<file path="src/rtl/nibble_serial_adder_ctrl_pkg.sv">
// ---------------------------------------------------------------------------
// nibble_serial_adder_ctrl_pkg
// Shared definitions for the nibble-serial add/subtract engine:
//   - state_t   : controller states (IDLE, RUN, DONE), 2-bit encoding
//   - NIBBLE_W  : width of one processing slice (4 bits)
//   - cnt_width : width of the nibble counter for a given nibble count
// ---------------------------------------------------------------------------
package nibble_serial_adder_ctrl_pkg;

    localparam int NIBBLE_W = 4;

    typedef enum logic [1:0] {
        IDLE = 2'd0,
        RUN  = 2'd1,
        DONE = 2'd2
    } state_t;

    // Counter must hold 0..nib-1; keep at least one bit for degenerate sizes.
    function automatic int cnt_width(input int nib);
        return (nib > 1) ? $clog2(nib) : 1;
    endfunction

endpackage

</file>
<file path="src/rtl/nibble_serial_adder_ctrl_cla4_slice.sv">
// ---------------------------------------------------------------------------
// cla4_slice
// Purely combinational 4-bit carry-lookahead adder slice.
// Ports:
//   a, b  in  [3:0]  operand nibbles
//   c0    in  1      carry into bit 0
//   s     out [3:0]  sum nibble
//   c3    out 1      carry into bit 3 (used for signed overflow detection)
//   c4    out 1      carry out of bit 3
// ---------------------------------------------------------------------------
module cla4_slice (
    input  logic [3:0] a,
    input  logic [3:0] b,
    input  logic       c0,
    output logic [3:0] s,
    output logic       c3,
    output logic       c4
);

    logic [3:0] p;
    logic [3:0] g;
    logic [4:0] c;

    // Every carry is expanded directly from generate/propagate terms so no
    // carry depends on another carry: a flat two-level lookahead network.
    always_comb begin
        p    = a ^ b;
        g    = a & b;
        c[0] = c0;
        c[1] = g[0] | (p[0] & c0);
        c[2] = g[1] | (p[1] & g[0]) | (p[1] & p[0] & c0);
        c[3] = g[2] | (p[2] & g[1]) | (p[2] & p[1] & g[0])
             | (p[2] & p[1] & p[0] & c0);
        c[4] = g[3] | (p[3] & g[2]) | (p[3] & p[2] & g[1])
             | (p[3] & p[2] & p[1] & g[0]) | (p[3] & p[2] & p[1] & p[0] & c0);
        s    = p ^ c[3:0];
        c3   = c[3];
        c4   = c[4];
    end

endmodule

</file>
<file path="src/rtl/nibble_serial_adder_ctrl.sv">
// ---------------------------------------------------------------------------
// nibble_serial_adder_ctrl
// Multi-cycle WIDTH-bit add/subtract engine that reuses one 4-bit CLA slice,
// one nibble per clock, LSB nibble first, with a registered carry between
// nibbles. start/busy/done handshake toward the ALU sequencer.
// Ports:
//   clk, rst   clock and asynchronous active-high reset
//   start      request, honoured only in IDLE or DONE
//   sub        0: a+b+cin, 1: a-b (cin ignored)
//   cin        carry-in for add mode
//   a, b       operands, captured on the accepting edge
//   busy       high while computing
//   done       one-cycle completion pulse
//   sum        registered result
//   cout       carry out of MSB (subtract: 1 = no borrow)
//   overflow   signed overflow of the last completed operation
// ---------------------------------------------------------------------------
module nibble_serial_adder_ctrl
    import nibble_serial_adder_ctrl_pkg::*;
#(
    parameter int WIDTH = 16
) (
    input  logic             clk,
    input  logic             rst,
    input  logic             start,
    input  logic             sub,
    input  logic             cin,
    input  logic [WIDTH-1:0] a,
    input  logic [WIDTH-1:0] b,
    output logic             busy,
    output logic             done,
    output logic [WIDTH-1:0] sum,
    output logic             cout,
    output logic             overflow
);

    localparam int NIB   = WIDTH / NIBBLE_W;
    localparam int CNT_W = cnt_width(NIB);
    localparam logic [CNT_W-1:0] LAST_CNT = CNT_W'(NIB - 1);

    state_t             state_q, state_d;
    logic [CNT_W-1:0]   cnt_q, cnt_d;
    logic [WIDTH-1:0]   a_q, a_d;
    logic [WIDTH-1:0]   b_q, b_d;
    logic               carry_q, carry_d;
    logic [WIDTH-1:0]   psum_q, psum_d;
    logic [WIDTH-1:0]   sum_q, sum_d;
    logic               cout_q, cout_d;
    logic               ovf_q, ovf_d;
    logic               busy_q, busy_d;
    logic               done_q, done_d;

    logic [NIBBLE_W-1:0] slice_s;
    logic                slice_c3;
    logic                slice_c4;
    logic [WIDTH-1:0]    psum_shift;

    cla4_slice u_slice (
        .a  (a_q[NIBBLE_W-1:0]),
        .b  (b_q[NIBBLE_W-1:0]),
        .c0 (carry_q),
        .s  (slice_s),
        .c3 (slice_c3),
        .c4 (slice_c4)
    );

    // Next-state logic. Subtraction is folded into the load: B is inverted
    // and the initial carry forced to 1, so RUN only ever adds. Result
    // registers move only on the final nibble, so they hold the previous
    // result throughout a new operation.
    always_comb begin
        state_d    = state_q;
        cnt_d      = cnt_q;
        a_d        = a_q;
        b_d        = b_q;
        carry_d    = carry_q;
        psum_d     = psum_q;
        sum_d      = sum_q;
        cout_d     = cout_q;
        ovf_d      = ovf_q;
        psum_shift = {slice_s, psum_q[WIDTH-1:NIBBLE_W]};

        case (state_q)
            IDLE, DONE: begin
                if (start) begin
                    state_d = RUN;
                    cnt_d   = '0;
                    a_d     = a;
                    b_d     = b ^ {WIDTH{sub}};
                    carry_d = sub ? 1'b1 : cin;
                end else begin
                    state_d = IDLE;
                end
            end
            RUN: begin
                a_d     = {{NIBBLE_W{1'b0}}, a_q[WIDTH-1:NIBBLE_W]};
                b_d     = {{NIBBLE_W{1'b0}}, b_q[WIDTH-1:NIBBLE_W]};
                carry_d = slice_c4;
                psum_d  = psum_shift;
                cnt_d   = cnt_q + CNT_W'(1);
                if (cnt_q == LAST_CNT) begin
                    state_d = DONE;
                    sum_d   = psum_shift;
                    cout_d  = slice_c4;
                    ovf_d   = slice_c3 ^ slice_c4;
                end
            end
            default: state_d = IDLE;
        endcase

        // Handshake outputs are registered copies of the next state.
        busy_d = (state_d == RUN);
        done_d = (state_d == DONE);
    end

    always_ff @(posedge clk or posedge rst) begin
        if (rst) begin
            state_q <= IDLE;
            cnt_q   <= '0;
            a_q     <= '0;
            b_q     <= '0;
            carry_q <= 1'b0;
            psum_q  <= '0;
            sum_q   <= '0;
            cout_q  <= 1'b0;
            ovf_q   <= 1'b0;
            busy_q  <= 1'b0;
            done_q  <= 1'b0;
        end else begin
            state_q <= state_d;
            cnt_q   <= cnt_d;
            a_q     <= a_d;
            b_q     <= b_d;
            carry_q <= carry_d;
            psum_q  <= psum_d;
            sum_q   <= sum_d;
            cout_q  <= cout_d;
            ovf_q   <= ovf_d;
            busy_q  <= busy_d;
            done_q  <= done_d;
        end
    end

    assign busy     = busy_q;
    assign done     = done_q;
    assign sum      = sum_q;
    assign cout     = cout_q;
    assign overflow = ovf_q;

endmodule

</file>
<file path="config.mk">
export PLATFORM = sky130hd
export DESIGN_NAME = nibble_serial_adder_ctrl
export DESIGN_NICKNAME = d
export VERILOG_FILES = /design/src/rtl/nibble_serial_adder_ctrl_pkg.sv /design/src/rtl/nibble_serial_adder_ctrl_cla4_slice.sv /design/src/rtl/nibble_serial_adder_ctrl.sv
export SDC_FILE = /design/constraint.sdc
export NUM_CORES = 1
export LEC_CHECK = 0
export CAP_MARGIN = 25
export CORE_MARGIN = 2
export CORE_UTILIZATION = 51
export DETAILED_ROUTE_END_ITERATION = 8
export PLACE_DENSITY = 0.89
export SETUP_SLACK_MARGIN = 0.02
export SYNTH_ARGS = -nofsm -noshare
export SYNTH_HDL_FRONTEND = slang
export SYNTH_SLANG_ARGS = --single-unit
</file>
<file path="constraint.sdc">
create_clock -name clk -period 2.3 [get_ports clk]
set_input_delay 0.345 -clock clk [delete_from_list [all_inputs] [get_ports clk]]
set_output_delay 0.345 -clock clk [all_outputs]
set_load 0.01 [all_outputs]
</file>
# ---- Word-level counts from Yosys, hierarchy flattened
# Index checks and enable logic that the tools add are counted.
dict set report totals {
  reg_bits 73
  out_inout_bits 20
  input_bits 37
}
dict set report classes {
  n_reduce_logical 5
  n_eq_ne 6
  mux 12
  bitwise 31
  addsub 1
}
# cell count
set op_table {}
lappend op_table {{case mux 16 bit (2 select lines)} 2}
lappend op_table {{2-to-1 mux 16 bit} 2}
lappend op_table {{bitwise AND 1 bit} 16}
lappend op_table {{bitwise XOR 16 bit} 1}
lappend op_table {{OR 1 bit} 10}
lappend op_table {{case mux 2 bit (2 select lines)} 2}
lappend op_table {{bitwise XOR 4 bit} 2}
lappend op_table {{== test 2 bit, second input constant} 3}
lappend op_table {{bitwise AND 4 bit} 1}
lappend op_table {{== test 2 x 1 -> 1 bit, second input constant} 2}
lappend op_table {{2-to-1 mux 2 bit} 2}
lappend op_table {{AND reduction 2 bit} 2}
lappend op_table {{2-to-1 mux 1 bit} 3}
lappend op_table {{adder 2 x 1 -> 2 bit, second input constant} 1}
lappend op_table {{zero test 2 bit} 1}
lappend op_table {{!= test 2 bit, second input constant} 1}
lappend op_table {{case mux 1 bit (2 select lines)} 1}
lappend op_table {{nonzero test 2 bit} 1}
lappend op_table {{OR reduction 2 bit} 1}
lappend op_table {{bitwise XOR 1 bit} 1}

# ---- Depth between registers and ports, before layout
# Gate-level depths: netlist of the first run.
dict set report depth {
  depth_word 7
  ltp_mapped 7
  ltp_nobuf 5
}

# ---- Cells and area by module
# From an unflattened synthesis of the first run, not the netlist that was laid out.
dict set report unflattened {
  hier_cells 238
  hier_area_um2 3010.4
}
# module cells_per_inst area_per_inst_um2 n_inst
set modules_own_cells {}
lappend modules_own_cells {nibble_serial_adder_ctrl 220 2855.2 1}
lappend modules_own_cells {cla4_slice 18 155.1 1}

# ---- Worst setup path after synthesis of the first run
# Ideal clock, no wire load.
dict set report synth_timing {
  path_type {flip-flop to flip-flop}
  start {register a_q[0]}
  end {register psum_q[15]}
  setup_ns 0.135
  period_less_slack_ns 1.506
  t_required_ns 2.165
  t_arrival_ns 1.371
  n_path_buf 0
  path_stages_with_launch 6
  setup_slack_ns 0.794
  path_cell_list {dfrtp_1 ha_1 a211o_1 a21oi_2 xor2_1 o21ai_0}
}
dict set report synth_via {
  elab_chain_cells 5
  elab_cells_between_ends 8
}
# item line
set synth_lines {}
lappend synth_lines {{from (decl)} nibble_serial_adder_ctrl.sv:43} ;# logic [WIDTH-1:0] a_q, a_d;
lappend synth_lines {{from (signal assigned)} nibble_serial_adder_ctrl.sv:120} ;# a_q <= '0;
lappend synth_lines {{from (signal assigned)} nibble_serial_adder_ctrl.sv:132} ;# a_q <= a_d;
lappend synth_lines {{bitwise AND 4 bit / bitwise XOR 4 bit (equally long branches)} {nibble_serial_adder_ctrl_cla4_slice.sv:28, nibble_serial_adder_ctrl_cla4_slice.sv:27}}
lappend synth_lines {{bitwise AND 1 bit (on tied branches)} {nibble_serial_adder_ctrl_cla4_slice.sv:32, nibble_serial_adder_ctrl_cla4_slice.sv:33}}
lappend synth_lines {{OR 1 bit / bitwise AND 1 bit (equally long branches)} {nibble_serial_adder_ctrl_cla4_slice.sv:32, nibble_serial_adder_ctrl_cla4_slice.sv:33}}
lappend synth_lines {{OR 1 bit (*)} nibble_serial_adder_ctrl_cla4_slice.sv:33} ;# | (p[2] & p[1] & p[0] & c0);
lappend synth_lines {{bitwise XOR 4 bit (*)} nibble_serial_adder_ctrl_cla4_slice.sv:36} ;# s = p ^ c[3:0];
lappend synth_lines {{to (signal assigned)} nibble_serial_adder_ctrl.sv:135} ;# psum_q <= psum_d;
lappend synth_lines {{to (decl)} nibble_serial_adder_ctrl.sv:46} ;# logic [WIDTH-1:0] psum_q, psum_d;
# Mark *: on every way between the ends. The rest lies on a longest branch, timed or not.
# A chain may end at the register's enable or synchronous reset.

# ---- Worst setup path in the final report of the first run
dict set report layout_timing {
  start {register state_q[1]}
  end {register ovf_q (netlist: overflow)}
}
dict set report layout_via {
  elab_chain_cells 2
}
# item line
set layout_lines {}
lappend layout_lines {{from (decl)} nibble_serial_adder_ctrl.sv:41} ;# state_t state_q, state_d;
lappend layout_lines {{from (signal assigned)} nibble_serial_adder_ctrl.sv:130} ;# state_q <= state_d;
lappend layout_lines {{== test 2 x 1 -> 1 bit} nibble_serial_adder_ctrl.sv:83} ;# case (state_q)
lappend layout_lines {{AND reduction 2 bit (no line)} n/a}
lappend layout_lines {{to (signal assigned)} nibble_serial_adder_ctrl.sv:138} ;# ovf_q <= ovf_d;
lappend layout_lines {{to (decl)} nibble_serial_adder_ctrl.sv:49} ;# logic ovf_q, ovf_d;
# Every way passes these cells.

==> results of run 1 <==
state kept, by name (all words and copies together) (netlist names):
register / flops
overflow: 1
carry_q: 1
busy: 1
cout: 1
b_q: 16
a_q: 16
cnt_q: 2
state_q: 2
sum: 16
psum_q: 12
done: 1
cells in the mapped netlist, types with 3 or more instances:
master,number
sky130_fd_sc_hd__nand2b_1,3
sky130_fd_sc_hd__xnor2_1,16
sky130_fd_sc_hd__clkbuf_1,3
sky130_fd_sc_hd__a22oi_1,11
sky130_fd_sc_hd__dfrtp_1,69
sky130_fd_sc_hd__nand2_1,95
sky130_fd_sc_hd__nor2_1,16
sky130_fd_sc_hd__o21ai_0,15
sky130_fd_sc_hd__a21oi_1,3
sky130_fd_sc_hd__a221o_1,13
sky130_fd_sc_hd__xor2_1,3
sky130_fd_sc_hd__o21ai_1,3
sky130_fd_sc_hd__a22o_1,5
sky130_fd_sc_hd__buf_4,3
sky130_fd_sc_hd__ha_1,5
sky130_fd_sc_hd__buf_2,11
sky130_fd_sc_hd__inv_1,5
cell families after synthesis:
family / Yosys count
buffers and inverters: 24
flip-flops: 69
AND/OR/NAND/NOR: 120
AO/OA/AOI/OAI: 54
XOR/XNOR: 19
adder cells (fa/ha/maj): 6
cells in the final DEF (no fill, tap or decap), types with 4 or more instances in the layout:
cell type	instances
sky130_fd_sc_hd__o21ai_0	15
sky130_fd_sc_hd__a22o_1	5
sky130_fd_sc_hd__a22oi_1	11
sky130_fd_sc_hd__a221o_1	13
sky130_fd_sc_hd__buf_4	4
sky130_fd_sc_hd__dfrtp_1	69
sky130_fd_sc_hd__xnor2_1	16
sky130_fd_sc_hd__inv_1	4
sky130_fd_sc_hd__nor2_1	16
sky130_fd_sc_hd__nand2_1	95
sky130_fd_sc_hd__clkdlybuf4s50_1	56
sky130_fd_sc_hd__clkbuf_8	9
sky130_fd_sc_hd__ha_1	5
per-stage QoR:
step	utilization	hold WS, ns
5_1_grt	0.675	0.422
6_report	0.675	0.379
3_3_place_gp	0.642	0.456
2_1_floorplan	-	0.439
4_1_cts	0.675	0.397
3_5_place_dp	0.642	0.460
power breakdown:
group / internal [uW] / leakage (uW) / switching [uW]
Combinational: 959 / 0.000806 / 1120
Sequential: 1770 / 0.000870 / 338
Clock: 500 / 0.0000943 / 431
Total: 3230 / 0.00177 / 1890
metal layers:
metal | routed length [um] | global-route usage
met1 | 2510 | 0.255
met2 | 2800 | 0.312
met3 | 355 | 0.0539
met4 | 100 | 0.0932
met5 | 0 | 0
final cells by class:
type                    instances  area share
flip-flops and latches         69       0.459
multi-input cells             199       0.300
repair buffers                 61       0.162
clock buffers                  12      0.0359
well taps                      72      0.0239
clock inverters                 4      0.0130
inverters                       6     0.00599
critical path: stages, from the launching register on:
cell                      delay [ns]
sky130_fd_sc_hd__dfrtp_1        0.39
sky130_fd_sc_hd__and2b_1        0.49
sky130_fd_sc_hd__nand2_2        0.38
sky130_fd_sc_hd__inv_2          0.33
sky130_fd_sc_hd__nor2_1         0.07
sky130_fd_sc_hd__a21oi_1        0.12
worst paths after layout:
| path | start | slack [ns] | cells past startpoint | to |
|---|---|---|---|---|
| max | state_q[1]$_DFF_PP0_ | 0.44 | 5 | overflow$_DFFE_PP0P_ |
| min | rst | 0.38 | 3 | sum[0]$_DFFE_PP0P_ |
| max reg2reg | state_q[1]$_DFF_PP0_ | 0.44 | 5 | overflow$_DFFE_PP0P_ |
| min reg2reg | sum[7]$_DFFE_PP0P_ | 0.47 | 2 | sum[7]$_DFFE_PP0P_ |
| max in group asynchronous | rst | 1.64 | 3 | sum[9]$_DFFE_PP0P_ |
| min in group clk | sum[7]$_DFFE_PP0P_ | 0.47 | 2 | sum[7]$_DFFE_PP0P_ |
==> results summary, run 1 <==
The average size of a mapped cell is around 10 um2. Of the cells placed in the final design, the portion with a size suffix greater than 1 is 0.0684. The pin count of the biggest net entering global routing came out at 70. The routed via count is 2223. Dividing the detail-routed via count by the number of cells gives 5.26. The largest family of logic cells by synthesized area is simple AND/OR/NAND/NOR gates.

The clock tree from TritonCTS is done. The final non-filler cell total is 423. The die area is 6470 um2.

The area fraction in and, or, nand and nor cells after synthesis is 0.161. The first global-routing pass estimated 9.63 mm of wire. Yosys attributes the largest share of cell area to sky130_fd_sc_hd__dfrtp_1 (58%), sky130_fd_sc_hd__nand2_1 (12%), sky130_fd_sc_hd__xnor2_1 (4.7%), sky130_fd_sc_hd__a221o_1 (4.4%), sky130_fd_sc_hd__a22oi_1 (2.8%). The first-pass iteration count of the detailed router is 4. The floorplan step set the die height to 80.4 um. The number of setup buffers added after CTS is 0. The source-to-sink clock delay at the later pin of the worst-skew pair is 0.35 ns. Routability-driven placement finished with a final weighted congestion of ~0.77.

The deepest level of the CTS H-tree came out at 3. The number of ports placed on the die boundary came out at 57. Clock-pin slew was measured on the worst setup and hold paths at 0.07 ns.

The run finished with clean final reports. The synthesized design contains 0 enable-type register cells. At the end of the flow, the number of nets in the layout was 389.

The detailed placer's ending HPWL came out at 3.98 mm. The area of the multi-input gates is between 1000 and 1500 um2. The leakage power summed over all cells is 0.00177 uW.

For the pin with the worst max-slew slack, the measured transition is 0.735 ns. The overall routing resource usage is 0.198. The final clock skew is between 0.01 and 0.015 ns. The tree is rooted in a sky130_fd_sc_hd__clkbuf_8. The portion of the clock cycle consumed by the worst path in the final layout is 0.809. The worst slack after detailed placement came out at 0.390 ns.

The category of the most critical setup path is register to register. The number of failing hold endpoints at the final stage is 0. The share of synthesized cell area in full adder, half adder and majority cells came out at 0.0277. The highest fanout seen on the critical path came out at 24. The signal arrival time at the worst endpoint came out at about 2.1 ns. The TritonCTS sink count is 69. The normalized max-slew margin came out at 0.509.

The endpoint class of the critical path is a register. Adding up every negative setup slack in the final design gives 0 ns. The final max-slew violation count is 0. Synthesis instantiated 30 different standard cells from the library. The number of max-cap violations is 0. For this configuration, the core starts out at a cell density of 0.534. The fraction of synthesis flops using an asynchronous set or reset pin came out at 1.00. The worst-case clock buffer depth came out at 2.

The initial antenna violation count came out at 0. The number of placement rows came out at 27. The smallest setup slack after layout is between 0.4 and 0.5 ns. The minimum clock period after layout came out at 1.86 ns. Across the VDD grid, the largest voltage drop is 0.737 mV. Setup violations remaining at the end of the flow were counted as 0. The floorplan step set the die width to 80.4 um.

The cell count after synthesis is 292. For this run the aggregate overflow at the end of global routing stands at 0. In this run, synthesis produced a sequential element count of 69. The number of global-route vias before repair is 2099.

The post-synthesis net count came out at 335. STA classifies the critical path startpoint as a register. The region available for standard cell placement spans between 5000 and 6000 um2.

The number of DRC violations after detailed-routing iteration 0 is 136. The detail-routed net length per standard cell came out at 13.6 um. The total power after layout is 5120 uW. Compared with the post-synthesis result, the final layout area differs by 26.3%. After filler insertion, the fill cell instance count of the layout stands at ~450. The number of port buffers is 56. The multiplexer share of the synthesized area is 0. Setup repair after global routing left no endpoint under its margin. The area share of xor/xnor cells in the synthesized design came out at 0.0559. The post-detailed-routing wire length is 5.76 mm. The power per standard cell area came out at 1360 nW/um2. The area of the mapped netlist came out at 2980 um2. The area share of the largest cell type after synthesis came out at 0.580. The path type of the worst min-delay path is primary input to asynchronous set/reset pin.

The most used flip-flop cell after synthesis is sky130_fd_sc_hd__dfrtp_1. The worst path required time came out at ~2.6 ns. The placed instances occupy a cell area of roughly 3600 um2. The upper clock frequency limit is 0.537 GHz. The total clock buffers created by CTS came out at 9. The cell area after layout came out at 3760 um2. The number of instances in the placed design is 407. Summed over all instances, the cell type with the most area after synthesis is sky130_fd_sc_hd__dfrtp_1. The complex-gate fraction of the synthesized area is 0.135. The sequential-to-total area share from yosys stat is 0.580.

The final routed DRC violation total came out at 0. The number of cells upsized or downsized after cts came out at 0. The sequential standard cell area came out at between 1500 and 2000 um2.

The number of nets with antenna violations after detailed routing is 0. The number of antenna diodes in the final layout is 0. Hold repair after CTS inserted 0 buffers. Yosys printed 0 warnings.
(Power assumes the default switching activity.)
==> inputs of run 2 (changes only) <==
==> constraint.sdc (replaced) <==
create_clock -name clk -period 1.8 [get_ports clk]
set_input_delay 0.27 -clock clk [delete_from_list [all_inputs] [get_ports clk]]
set_output_delay 0.27 -clock clk [all_outputs]
set_load 0.01 [all_outputs]
==> run 2 against run 1 <==
  * Sequential power is 28% higher
  * Routed wire length is 4.0% higher
  * Global-route usage is 0.90 points higher
  * Highest routed layer unchanged
  * Hold slack worse by 0.082 ns
==> results summary, run 2 (synthesis results as in run 1) <==
At the end of routability-driven placement, the weighted congestion stood at slightly below 0.8. The worst setup path is launched from a register. The first-pass GRT wire length is 10.1 mm. The signal arrival time at the worst endpoint came out at 1.85 ns. Buffers inserted during clock tree synthesis total 9. The worst slack after detailed placement came out at -0.0347 ns. The number of ports placed on the die boundary is 57. The normalized max-slew margin came out at 0.547. The highest ir drop seen on vdd came out at 0.922 mV. The worst setup path is of the register to register kind.

Setup repair after global routing left no endpoint under its margin. The minimum clock period after layout is 1.65 ns. The number of port buffers is 56. The fraction of layout instances using a drive strength above 1 came out at 0.0919.

The pin count of the biggest net entering global routing came out at 36. The initial antenna violation count is 0. The number of placed instances, taps included, is 413. The synthesis-to-finish area growth came out at 29.2%. The number of DRC violations after detailed-routing iteration 0 came out at 96. The TritonCTS sink count came out at 69. The leakage power summed over all cells came out at 0.00181 uW. The area of the multi-input gates came out at 1130 um2. The worst-case clock buffer depth is 2.

The die boundary height is 80.4 um. Leaving out filler cells and counting taps, the final layout contains roughly 430. The number of global-route vias before repair was 2175.

After routing, the total negative slack on setup checks comes to 0 ns. The number of failing hold endpoints at the final stage is 0. The initial utilization of the core area, before any placement, comes to 0.534. TritonCTS built the clock tree. Max-cap violations in this run came to 0.

On the final layout, the worst hold slack is just under 0.3 ns. The endpoint class of the critical path is a register. The ratio of routed vias to standard cells is 5.21. The critical-path cell with the highest stage delay is sky130_fd_sc_hd__dfrtp_1. The total overflow left after global routing is 0. Row generation in the floorplan step produced 27 rows. The run finished with clean final reports.

After clock tree synthesis, the clock-pin slew on the worst setup and hold paths is 0.07 ns. The total of fill cells in the finished design is around 430. Along the worst path, the maximum fanout reaches 4. Before antenna repair, the detailed router went through 4 iterations. The final max-slew violation count came to 0.

The die extent in x is 80.4 um. The source-to-sink clock delay at the later pin of the worst-skew pair came out at 0.35 ns. Clock skew on the completed layout was measured at 0.0101 ns. The die area is 6470 um2. The worst path required time is 2.00 ns. The total inserted antenna cells came out at 0.

The detail-routed net length per standard cell is ~14 um. The upper clock frequency limit is 0.607 GHz. The routed via count is roughly 2200. The core occupancy in the finished layout is 0.690.

In the layout the commonest cells are sky130_fd_sc_hd__nand2_1 (95), sky130_fd_sc_hd__dfrtp_1 (69), sky130_fd_sc_hd__clkdlybuf4s50_1 (56). The layout net count came out at 397. The sequential standard cell area came out at 1730 um2. The power per standard cell area came out at roughly 1700 nW/um2. The post-detailed-routing wire length came out at ~6 mm. The delay of the slowest cell on the worst path came out at just under 0.4 ns. The number of nets with antenna violations after detailed routing came out at 0. The overall routing resource usage came out at 0.207. Dividing the final minimum period by the clock period gives 0.915.

The critical path goes through ha_1, a211o_1, a21oi_2, xor2_1, o21ai_1. The smallest setup slack after layout is 0.153 ns. In this run the number of H-tree levels came out at 3. The total of endpoints with negative setup slack in the final report is 0. The detailed placer's ending HPWL came out at approximately 4.3 mm. The final routed DRC violation total is 0. The transition time at the pin with the least slew margin is 0.679 ns. The core region is 5570 um2.

The leading cell type in the layout, fill and taps excluded is sky130_fd_sc_hd__nand2_1. The cell sitting at the root of the clock tree is a sky130_fd_sc_hd__clkbuf_8. The path type of the worst min-delay path is primary input to asynchronous set/reset pin.
[run 2: metrics by stage]
stage | total power [uW] | area (um2)
after floorplan | 4490 | 2980
after global placement | 5310 | 3640
after detailed placement | 5490 | 3640
after CTS | 6720 | 3830
after global routing | 7260 | 3850
final | 6730 | 3850
[run 2: final timing paths]
| check | from | endpoint | slack, ns | cells past startpoint |
|---|---|---|---|---|
| setup / recovery | a_q[0]$_DFFE_PP0P_ | psum_q[15]$_DFFE_PP0P_ | 0.15 | 5 |
| max in group asynchronous | rst | b_q[1]$_DFFE_PP0P_ | 0.96 | 3 |
| hold / removal | rst | sum[10]$_DFFE_PP0P_ | 0.30 | 2 |
| setup reg to reg | a_q[0]$_DFFE_PP0P_ | psum_q[15]$_DFFE_PP0P_ | 0.15 | 5 |
| min in group clk | sum[7]$_DFFE_PP0P_ | sum[7]$_DFFE_PP0P_ | 0.47 | 2 |
| hold reg to reg | sum[7]$_DFFE_PP0P_ | sum[7]$_DFFE_PP0P_ | 0.47 | 2 |
[run 2: power by group]
group / internal, uW / switching (uW) / total, uW / leakage, uW
logic: 1310 / 1490 / 2800 / 0.000843
registers: 2270 / 432 / 2700 / 0.000870
clock network: 674 / 562 / 1240 / 0.0000964
total: 4250 / 2480 / 6730 / 0.00181
[run 2: area by class of cell]
cell class                      count  area share
Timing Repair Buffer               68       0.176
Inverter                            6     0.00683
Clock inverter                      4      0.0124
Clock buffer                       12      0.0377
Tap cell                           72      0.0234
Multi-Input combinational cell    200       0.295
Sequential cell                    69       0.449
[run 2: per-layer routing]
metal | share of wire | global-route usage
met5 | 0 | 0
met4 | 0.021 | 0.0966
met3 | 0.048 | 0.0461
met2 | 0.48 | 0.328
met1 | 0.45 | 0.272
[run 2: repair_timing]
item                       in CTS  in global routing
setup endpoints to repair       0                 22
buffers inserted                0                  1
hold buffers                    0                  0
resized for setup               0                  1
[run 2: worst max-delay path: cells and delay by family, from the launching register on]
family	cells	cell delay, ns
adders and majority gates	1	0.29
DFF	1	0.39
AOI/OAI and AO/OA	3	0.63
xor gates and xnor gates	1	0.20
==> inputs of run 3 (changes only) <==
--- a/config.mk
+++ b/config.mk
@@ -6,7 +6,6 @@
 export NUM_CORES = 1
 export LEC_CHECK = 0
 export CAP_MARGIN = 25
-export CORE_MARGIN = 2
 export CORE_UTILIZATION = 51
 export DETAILED_ROUTE_END_ITERATION = 8
 export PLACE_DENSITY = 0.89
==> run 3 against run 2 <==
  * Clock power is 6% higher
  * Clock skew fell by 0.0020 ns
  * Critical endpoint unchanged
  * Non-clock buffer count shrank 2
  * Sequential share of layout area fell by 0.19 points
  * Global-route usage up 2.3 points
  * Sequential cell count stayed put
  * First-iteration DRC count up 38%
  * Cell area is 0.42% higher
  * Maximum frequency shrank 1.8%
  * Largest power group unchanged
  * Clock-buffer cell count rose by 1
  * Utilization increased by 0.29 points
  * Sequential power barely moved
==> results summary, run 3 (synthesis results as in run 1) <==
The total inserted antenna cells came out at 0. The source-to-sink clock delay at the later pin of the worst-skew pair came out at 0.34 ns. The post-detailed-routing wire length is 6.33 mm. The cell family contributing the most delay on the critical path is compound AO/OA/AOI/OAI gates. The final non-filler cell total is 429. The number of max-cap violations is 0. Of the total power, the share spent switching nets is 0.369. The number of ports placed on the die boundary is 57.

STA puts the critical path data required time at 2.00 ns. The TritonCTS sink count is 69. Setup violations remaining at the end of the flow were counted as 0. After filler insertion, the fill cell instance count of the layout stands at about 420. The final-layout worst hold slack is about 0.29 ns. The analysis attributes to cell leakage a power of between 0.0015 and 0.002 uW. In this run the worst path has a maximum fanout of 4. Across the VDD grid, the largest voltage drop is 0.881 mV. The first-pass GRT wire length is roughly 11 mm. The minimum clock period after layout is 1.68 ns.

The internal power summed over all cells came out at 4300 uW. The deepest level of the CTS H-tree is 3. In this run the worst hold path is classified as primary input to asynchronous set/reset pin. The normalized max-slew margin is 0.529.

The signal arrival time at the worst endpoint came out at 1.88 ns. The worst setup path is launched from a register. The final routed DRC violation total is 0. The overall routing resource usage came out at 0.230.

On the worst path, the slowest cell contributes a delay of 0.40 ns. The number of DRC violations after detailed-routing iteration 0 is 132. In this run the tool buffered the top-level ports with between 50 and 60 buffer cells. Leaving out fill and tap cells, the most frequent cell in the layout is sky130_fd_sc_hd__nand2_1. In the finished design, the share of the clock period the worst path needs comes to 0.932. The area of the core region came out at between 5000 and 6000 um2. The weighted congestion at the end of routability-driven global placement is roughly 0.75. The die extent in x came out at 78.4 um. Global routing finished with a remaining overflow of 0. The initial utilization of the core area, before any placement, comes to 0.534.

Registers take approximately 1700 um2. The total buffers and inverters traversed by the critical path came out at 0. Including well taps, the total number of placed cells is just over 400. The initial antenna violation count is 0.

The share of total power in the clock network is 0.193. The category of the most critical setup path is register to register. The number of failing hold endpoints at the final stage came out at 0.

The clock transition at the register clock pins on the worst setup and hold paths after CTS is 0.07 ns. The total power after layout came out at ~7000 uW. The layout net count came out at roughly 400.

For this run, the top clock speed supported by timing is 0.596 GHz. The number of nets with antenna violations after detailed routing is 0. Of the total power, registers draw 0.396. In the layout the commonest cells are sky130_fd_sc_hd__nand2_1 (95), sky130_fd_sc_hd__dfrtp_1 (69), sky130_fd_sc_hd__clkdlybuf4s50_1 (56). The first-pass iteration count of the detailed router is 5. TritonCTS built the clock tree. Walking the worst path, the cells encountered are ha_1, a211o_1, a21oi_2, xor2_1, o21ai_0. The number of placement rows came out at 27. The fraction of layout instances using a drive strength above 1 came out at 0.0896. The routed via count is between 2000 and 2500. For this design, the CTS-stage hold fixing added 0 buffers. The critical-path cell with the highest stage delay is sky130_fd_sc_hd__dfrtp_1. The share of power burned in combinational logic came out at 0.411. Setup repair after global routing left no endpoint under its margin. Entering global routing, the biggest net connects 35 pins. The detailed placer's ending HPWL came out at 4.22 mm. The number of setup buffers added after CTS is 0. The total clock buffers created by CTS came out at 9. The synthesis-to-finish area growth is 29.7%.

The area of the multi-input gates is around 1100 um2. The aggregate negative setup slack came out at 0 ns. The worst-case clock buffer depth came out at 2. In this run the power density over the cells is 1760 nW/um2.

The die area came out at 6150 um2. The analysis attributes to net switching a power of around 2500 uW. The number of global-route vias before repair is 2300. The number of cells upsized or downsized after cts is 0. The die boundary height came out at 78.4 um.

The transition time at the pin with the least slew margin is 0.706 ns. The endpoint class of the critical path is a register. The run finished with clean final reports. The clock root buffer master is sky130_fd_sc_hd__clkbuf_8. The final max-slew violation count came out at 0. The final clock skew is between 0.008 and 0.009 ns. The detail-routed net length per standard cell came out at 14.8 um. In the routed layout, each cell is associated on average with a via count of roughly 5.5.
[run 3: cell types whose count changed in the layout (fill, tap and decap cells not counted)]
cell and delta:
sky130_fd_sc_hd__buf_4 -3, sky130_fd_sc_hd__clkbuf_8 +2, sky130_fd_sc_hd__buf_12 +1, sky130_fd_sc_hd__clkbuf_1 -1, sky130_fd_sc_hd__clkinv_2 -1, sky130_fd_sc_hd__o21ai_0 +1
sky130_fd_sc_hd__o21ai_1 -1
[run 3: worst reg2reg max path: cells and delay by family (launching register included)]
| kind | cells | cell delay [ns] |
|---|---|---|
| flops | 1 | 0.40 |
| compound gates | 3 | 0.65 |
| xor+xnor | 1 | 0.21 |
| fa+ha+maj | 1 | 0.28 |
[run 3: final cells by class]
cell class                 count  share of cell area
clock inverter                 3              0.0110
tap                           72              0.0233
inverter                       6             0.00680
multi-input combinational    200               0.294
timing repair buffer          66               0.174
sequential                    69               0.447
clock buffer                  13              0.0437
[run 3: power groups by stage]
stage | clock (uW) | combinational, uW | sequential (uW)
detailed placement | 0 | 2760 | 2710
global placement | 0 | 2600 | 2680
finish | 1320 | 2800 | 2700
global route | 1400 | 3140 | 2780
CTS | 1340 | 2800 | 2700
floorplan | 0 | 1790 | 2700
[run 3: layer usage]
metal  up-vias  global-route usage  wire length [um]
met5         -                   0                 0
met4         0               0.143               166
met3        17              0.0419               364
met2        91               0.368              3170
met1      1144               0.291              2630
li1       1095                   -                 -
[run 3: worst paths after layout]
| check | startpoint | slack, ns | cells past startpoint | endpoint |
|---|---|---|---|---|
| setup / recovery | b_q[0]$_DFFE_PP0P_ | 0.12 | 5 | psum_q[15]$_DFFE_PP0P_ |
| hold / removal | rst | 0.29 | 2 | psum_q[9]$_DFFE_PP0P_ |
| setup reg to reg | b_q[0]$_DFFE_PP0P_ | 0.12 | 5 | psum_q[15]$_DFFE_PP0P_ |
| hold reg to reg | sum[2]$_DFFE_PP0P_ | 0.47 | 2 | sum[2]$_DFFE_PP0P_ |
| max in group asynchronous | rst | 1.02 | 3 | psum_q[13]$_DFFE_PP0P_ |
| min in group clk | sum[2]$_DFFE_PP0P_ | 0.47 | 2 | sum[2]$_DFFE_PP0P_ |
[run 3: per-stage QoR]
stage | util | setup slack [ns] | instance area [um2]
final | 0.693 | 0.122 | 3860
after global routing | 0.693 | 0.0393 | 3860
after CTS | 0.692 | 0.117 | 3860
after detailed placement | 0.654 | -0.0588 | 3640
after global placement | 0.654 | 0.0324 | 3640
after floorplan | - | 0.294 | 2980
